--- src/rtl/serializador.sv ---
// serializador: parallel-to-serial transmitter with per-bit write strobe.
// A word is loaded in IDLE and shifted out one bit per accepted beat.
// ready_in can stall the shifting for any number of cycles without losing bits.
// Optional build macro SERIALIZADOR_PARITY_EN adds an even-parity beat
// after the data bits.
module serializador #(
  parameter int WIDTH     = 8,
  parameter bit MSB_FIRST = 1'b1
) (
  input  logic             clk_100KHz,
  input  logic             reset,
  input  logic [WIDTH-1:0] data_in,
  input  logic             load_in,
  input  logic             ready_in,
  output logic             ack_out,
  output logic             busy_out,
  output logic             data_out,
  output logic             write_out,
  output logic             done_out
);

  // The counter must be able to hold the index of the parity beat (WIDTH).
  localparam int CW = $clog2(WIDTH + 1);

`ifdef SERIALIZADOR_PARITY_EN
  localparam int LAST = WIDTH;       // data bits 0..WIDTH-1, then the parity beat
`else
  localparam int LAST = WIDTH - 1;   // only the data bits
`endif

  localparam logic [CW-1:0] LAST_IDX = CW'(LAST);

  typedef enum logic [1:0] {
    IDLE  = 2'd0,
    SHIFT = 2'd1,
    DONE  = 2'd2
  } state_t;

  state_t           state;
  logic [WIDTH-1:0] shreg;
  logic [CW-1:0]    cnt;
  logic [WIDTH-1:0] shreg_next;
  logic             head;

`ifdef SERIALIZADOR_PARITY_EN
  logic parity;

  // Even parity of a word: the extra bit makes the total number of ones even.
  function automatic logic even_parity(input logic [WIDTH-1:0] w);
    return ^w;
  endfunction
`endif

  // The register moves toward its head so the next bit to send is always there.
  assign shreg_next = MSB_FIRST ? {shreg[WIDTH-2:0], 1'b0}
                                : {1'b0, shreg[WIDTH-1:1]};

  // Select the bit presented on the link: the head of the register, or parity.
  always_comb begin
    head = MSB_FIRST ? shreg[WIDTH-1] : shreg[0];
`ifdef SERIALIZADOR_PARITY_EN
    if (cnt == CW'(WIDTH)) begin
      head = parity;
    end else begin
      head = MSB_FIRST ? shreg[WIDTH-1] : shreg[0];
    end
`endif
  end

  // The link only sees data and a strobe while a word is being shifted.
  always_comb begin
    if (state == SHIFT) begin
      data_out  = head;
      write_out = ready_in;
    end else begin
      data_out  = 1'b0;
      write_out = 1'b0;
    end
  end

  // Control FSM: load in IDLE, shift on ready beats, one-cycle DONE pulse.
  always_ff @(posedge clk_100KHz or posedge reset) begin
    if (reset) begin
      state    <= IDLE;
      shreg    <= '0;
      cnt      <= '0;
      ack_out  <= 1'b0;
      busy_out <= 1'b0;
      done_out <= 1'b0;
`ifdef SERIALIZADOR_PARITY_EN
      parity   <= 1'b0;
`endif
    end else begin
      ack_out  <= 1'b0;
      done_out <= 1'b0;
      case (state)
        IDLE: begin
          if (load_in) begin
            shreg    <= data_in;
            cnt      <= '0;
            state    <= SHIFT;
            ack_out  <= 1'b1;
            busy_out <= 1'b1;
`ifdef SERIALIZADOR_PARITY_EN
            parity   <= even_parity(data_in);
`endif
          end
        end
        SHIFT: begin
          if (ready_in) begin
            shreg <= shreg_next;
            if (cnt == LAST_IDX) begin
              // Last beat transferred; clearing avoids wrapping the counter.
              cnt      <= '0;
              state    <= DONE;
              done_out <= 1'b1;
            end else begin
              cnt <= cnt + CW'(1);
            end
          end
        end
        DONE: begin
          state    <= IDLE;
          busy_out <= 1'b0;
        end
        default: begin
          state    <= IDLE;
          busy_out <= 1'b0;
        end
      endcase
    end
  end

endmodule

--- config.mk ---
export PLATFORM = sky130hd
export DESIGN_NAME = serializador
export DESIGN_NICKNAME = d
export VERILOG_FILES = /design/src/rtl/serializador.sv
export SDC_FILE = /design/constraint.sdc
export NUM_CORES = 1
export LEC_CHECK = 0
export ABC_AREA = 0
export CORE_ASPECT_RATIO = 1.1
export CORE_UTILIZATION = 45
export DETAILED_ROUTE_END_ITERATION = 10
export PLACE_DENSITY = 0.72
export SYNTH_ARGS = -nofsm -noshare
export SYNTH_HDL_FRONTEND = slang
export SYNTH_SLANG_ARGS = --single-unit
--- constraint.sdc ---
create_clock -name clk_100KHz -period 2.3 [get_ports clk_100KHz]
set_clock_uncertainty 0.2 [all_clocks]
set_input_delay 0.345 -clock clk_100KHz [delete_from_list [all_inputs] [get_ports clk_100KHz]]
set_output_delay 0.345 -clock clk_100KHz [all_outputs]
set_load 0.005 [all_outputs]
Yosys cells after proc, flatten, opt, wreduce, memory -nomap -nowiden:

Cells that the tools add are included.

* flip-flop bits (word level): 17
* logic and storage cells: 38

* muxes and demuxes: 20
* bitwise operators: 1
* equal/unequal tests: 5
* add/sub/neg operators: 1
* reduce and logical (&&, ||, !) cells: 5

Operators by type and width (count)
* 8-bit 2-to-1 mux: 2
* 8-bit one-hot mux with 2 select lines: 1
* 4-bit 2-to-1 mux: 3
* 1-bit 2-to-1 mux: 8
* 4-bit one-hot mux with 2 select lines: 1
* 2-bit 2-to-1 mux: 3
* 3-bit AND reduction: 2
* 4-bit by 1-bit adder with 4-bit output, second input constant: 1
* 4-bit by 3-bit equality test with 1-bit output, second input constant: 1
* 2-bit inequality test, second input constant: 2
* 2-bit one-hot mux with 2 select lines: 1
* 2-bit by 1-bit equality test with 1-bit output, second input constant: 1
* 2-bit zero test: 1
* 2-bit by 1-bit inequality test with 1-bit output, second input constant: 1
* 1-bit one-hot mux with 2 select lines: 1
* 2-bit AND reduction: 1
* 2-bit nonzero test: 1
* 1-bit inverter: 1

Depth between registers and ports, before layout:

* depth after elaboration: 4
* mapped depth: 4
* depth with buffers taken out: 4

Worst setup path after synthesis:

No wires, ideal clock.

* path type: reg2reg
* start point: register state[0]
* end point: register shreg[1]
* data required time: 1975 ps
* path buffers: 1
* clock period less this slack: 1674 ps
* arrival: 1349 ps
* stages on the path, launching flop included: 5
* path slack: 626 ps
* library setup time: 125 ps
* path through: dfrtp_1 -> nor2b_1 -> buf_2 -> mux2_2 -> mux2_2

* cells in the longest elaborated chain, start to end: 3
* elaborated cells on any way between the ends: 7
* those cells by class: 3 x eq/ne; 1 x mux; 3 x reduce/logical

RTL lines
* start: declaration: line 39 `state_t state;`
* start signal: assignment: line 84 `state <= IDLE;`
* start signal: assignment: line 101 `state <= SHIFT;`
* start signal: assignment: line 115 `state <= DONE;`
* 2-bit by 1-bit equality test with 1-bit output / 2-bit zero test (equally long branches): line 96 `case (state)`
* 2-bit inequality test (no source line) / 2-bit nonzero test (equally long branches)
* 3-bit AND reduction (no source line)
* end signal: assignment: line 99 `shreg <= data_in;`
* end signal: assignment: line 111 `shreg <= shreg_next;`
* end: declaration: line 40 `logic [WIDTH-1:0] shreg;`

Parallel ways exist; a longest one is shown, timed or not.
A chain may end at the register's enable or synchronous reset.

Final worst setup path:

* start point: register state[0]
* end point: output port data_out

* cells in the longest elaborated chain, start to end: 2

RTL lines
* 2-bit by 1-bit equality test with 1-bit output: line 72 `if (state == SHIFT) begin`
* 1-bit 2-to-1 mux: line 72
* end: declaration: line 17 `output logic data_out,`

No other way between the ends.

==> run metrics <==
Logic pwr share=39.3%; Sum Neg Setup Slack=0 ns; Cell variety after synth=25; total power divided by cell area=1048 mW/mm²; Worst-Margin Slew=0.6313 ns; Clock Path Buffers=2; CP cell instances=nor2b_1, and2_1, clkdlybuf4s50_1; Root Driver=clkbuf_4; RSZ-0062 raised after global routing=no; Final Cell Area=994.7 µm²; n_diodes=0; slowest CP cell=clkdlybuf4s50_1; Synth Area in Simple Gates=11.64%; area fraction of the dominant cell type after synthesis=54.23%; post-cts resize count=0; outcome=finished, final reports clean; Inserted Clock Buffers=3; CP Class=reg2out; largest net degree at the start of global routing=18; mean post-synth cell area=11.37 µm²; synthesis-to-layout area growth=26.79%; Setup Buffers After CTS=0; Worst Setup End Kind=primary output; adder-cell share of the synthesized area=1.595%; total core area=0.001595 mm²; Reg area=425.4 µm²; First-pass DRT Iterations=4; wirelength, routed=1339 µm; dpl ws=0.2032 ns; ANT nets after route=0; largest family of logic cells by synthesized area=compound AO/OA/AOI/OAI gates; Ys Warns=0; fill count=132; Syn Nets=82; placed insts=102; worst stage delay on the critical path=0.49 ns; P_int=0.7138 mW; fin. max-slew vios=0; sequential fraction of the synthesis area=54.23%; Post-DP HPWL=998.5 µm; Rel. slew slack=57.87%; synthesized flop and latch total=17; CTS H-tree depth=1; Required @ worst endpoint=1.75 ns; Die W=41.81 µm; Die H=45.79 µm; xor/xnor cell area share of the yosys netlist=0%; hold crit path type=in2async; via count of the first global-routing pass=474; net switching power=0.3289 mW; maximum clock rate=487.3 MHz; clk_lat worst skew=0.27 ns; post-synthesis mux area share=13.40%; # rows=15; top post-synthesis cells by area=dfrtp_1 54%, o21ai_0 8.3%, mux2i_1 7.7%, mux2_2 5.7%, nor2b_1 3.2%; antenna violations before repair=0; clock share of power=14.5%; Tcrit/Tclk final=89.22%; dpl cell area=968.4 µm²; Synth area leader=dfrtp_1; Setup-failing EPs final=0; Mapped Cells=69; global-route wire length before repair=2104 µm; vias=551; maximum vdd drop=0.6224 mV; register share of total power=46.1%; drt initial violations=18; Switching Share=31.54%; setup ws final=0.2480 ns; Layout Nets=103; mapped cell area=784.5 µm²; min cycle time layout=2.052 ns; final cell count without fillers=106; Top-Level Pins=17; Startpoint Class=flip-flop; via/cell ratio=5.198; total global-route track usage=15.03%; Routability Congestion=0.7872; area of the multi-input gates=324.1 µm²; Initial Util=49.18%; Wirelength per Cell=12.63 µm; Power, Total=1.043 mW; share of layout cells above drive strength 1=12.36%; CTS tree=yes; Hold Vio Cnt, Final=0; Worst Path Max Fanout=4; post-synthesis compound-gate area fraction=14.67%; die area=0.001914 mm²; Port Buffer Count=16; # DRC=0; CTS clk-pin slew, worst paths=0.09 ns; post-layout util=62.35%; GRT overflow=0; Post-CTS Hold Fix Bufs=0; WHS=0.2400 ns; maxcap violations=0; crit path DAT=1.51 ns; leakage power=0.4803 nW; clk sinks=17
[cell usage in the layout, fill, tap and decap left out, drive strengths merged]
cell	synthesis	routed
nor2b	4	4
inv	4	4
or2	1	1
and2	1	1
nand2	2	2
or3b	1	1
nand3	1	1
buf	2	3
mux2	4	4
nor3b	1	1
o41ai	1	1
a22o	1	1
nand3b	1	1
and3b	1	1
a221o	1	1
mux2i	6	6
clkbuf	1	4
clkdlybuf4s50	0	16
dfrtp	17	17
o21ai	13	13
nor3	1	1
a21o	2	2
ha	1	1
nor2	1	1
o211ai	1	1
[routing by layer]
metal  wire length (µm)  GRT usage (%)
met1                669          19.79
met2                619          24.38
met3                 39          4.762
met4                 10          3.871
met5                  0              0
[layout make-up]
cell class                      count  share of cell area [%]
Sequential cell                    17                   42.77
Inverter                            4                   1.509
Timing Repair Buffer               19                   18.36
Tap cell                           17                   2.138
Multi-Input combinational cell     45                   32.58
Clock buffer                        4                   2.642
[sequential cells by signal, indices dropped and copies added (netlist names)]
signal / count
shreg: 8
cnt: 4
state: 2
ack_out: 1
busy_out: 1
done_out: 1
[power by group through the flow]
stage | sequential, mW | combinational (mW) | clock [mW]
2_1_floorplan | 0.470 | 0.294 | 0
3_3_place_gp | 0.483 | 0.411 | 0
3_5_place_dp | 0.489 | 0.413 | 0
4_1_cts | 0.482 | 0.415 | 0.158
5_1_grt | 0.495 | 0.459 | 0.170
6_report | 0.481 | 0.410 | 0.151
[worst max-delay path: cells and delay by family, from the launching register on]
family	cells	cell delay [ns]
buffers and inverters	1	0.49
flip-flops	1	0.40
AND/OR/NAND/NOR	2	0.34
[Yosys cell counts]
cell type,number
a21o_1,2
nand2_1,2
and3b_1,1
inv_1,4
o21ai_0,13
o41ai_1,1
a22o_1,1
mux2_2,4
ha_1,1
or2_1,1
nand3_1,1
dfrtp_1,17
nor3_1,1
buf_6,1
mux2i_1,6
or3b_2,1
nor3b_1,1
a221o_1,1
nor2_1,1
buf_2,1
nor2b_1,4
clkbuf_1,1
and2_1,1
nand3b_1,1
o211ai_1,1
[final timing paths]
check,endpoint,from,slack [ns],depth (start not counted)
worst min-delay path,shreg[6],reset,0.24,2
max in group asynchronous,state[0],reset,1.26,2
worst max-delay path,data_out,state[0],0.25,3
min in group clk_100KHz,cnt[3],cnt[3],0.29,1
worst max register to register,shreg[1],state[0],0.55,4
worst min register to register,cnt[3],cnt[3],0.29,1
[logic make-up (layout without fill, tap and decap cells)]
group                    after synthesis  after routing
AO/OA/AOI/OAI                         19             19
adder cells (fa/ha/maj)                1              1
buffers and inverters                  7             27
flip-flops                            17             17
multiplexers                          10             10
AND/OR/NAND/NOR                       15             15
(Power assumes the default switching activity.)
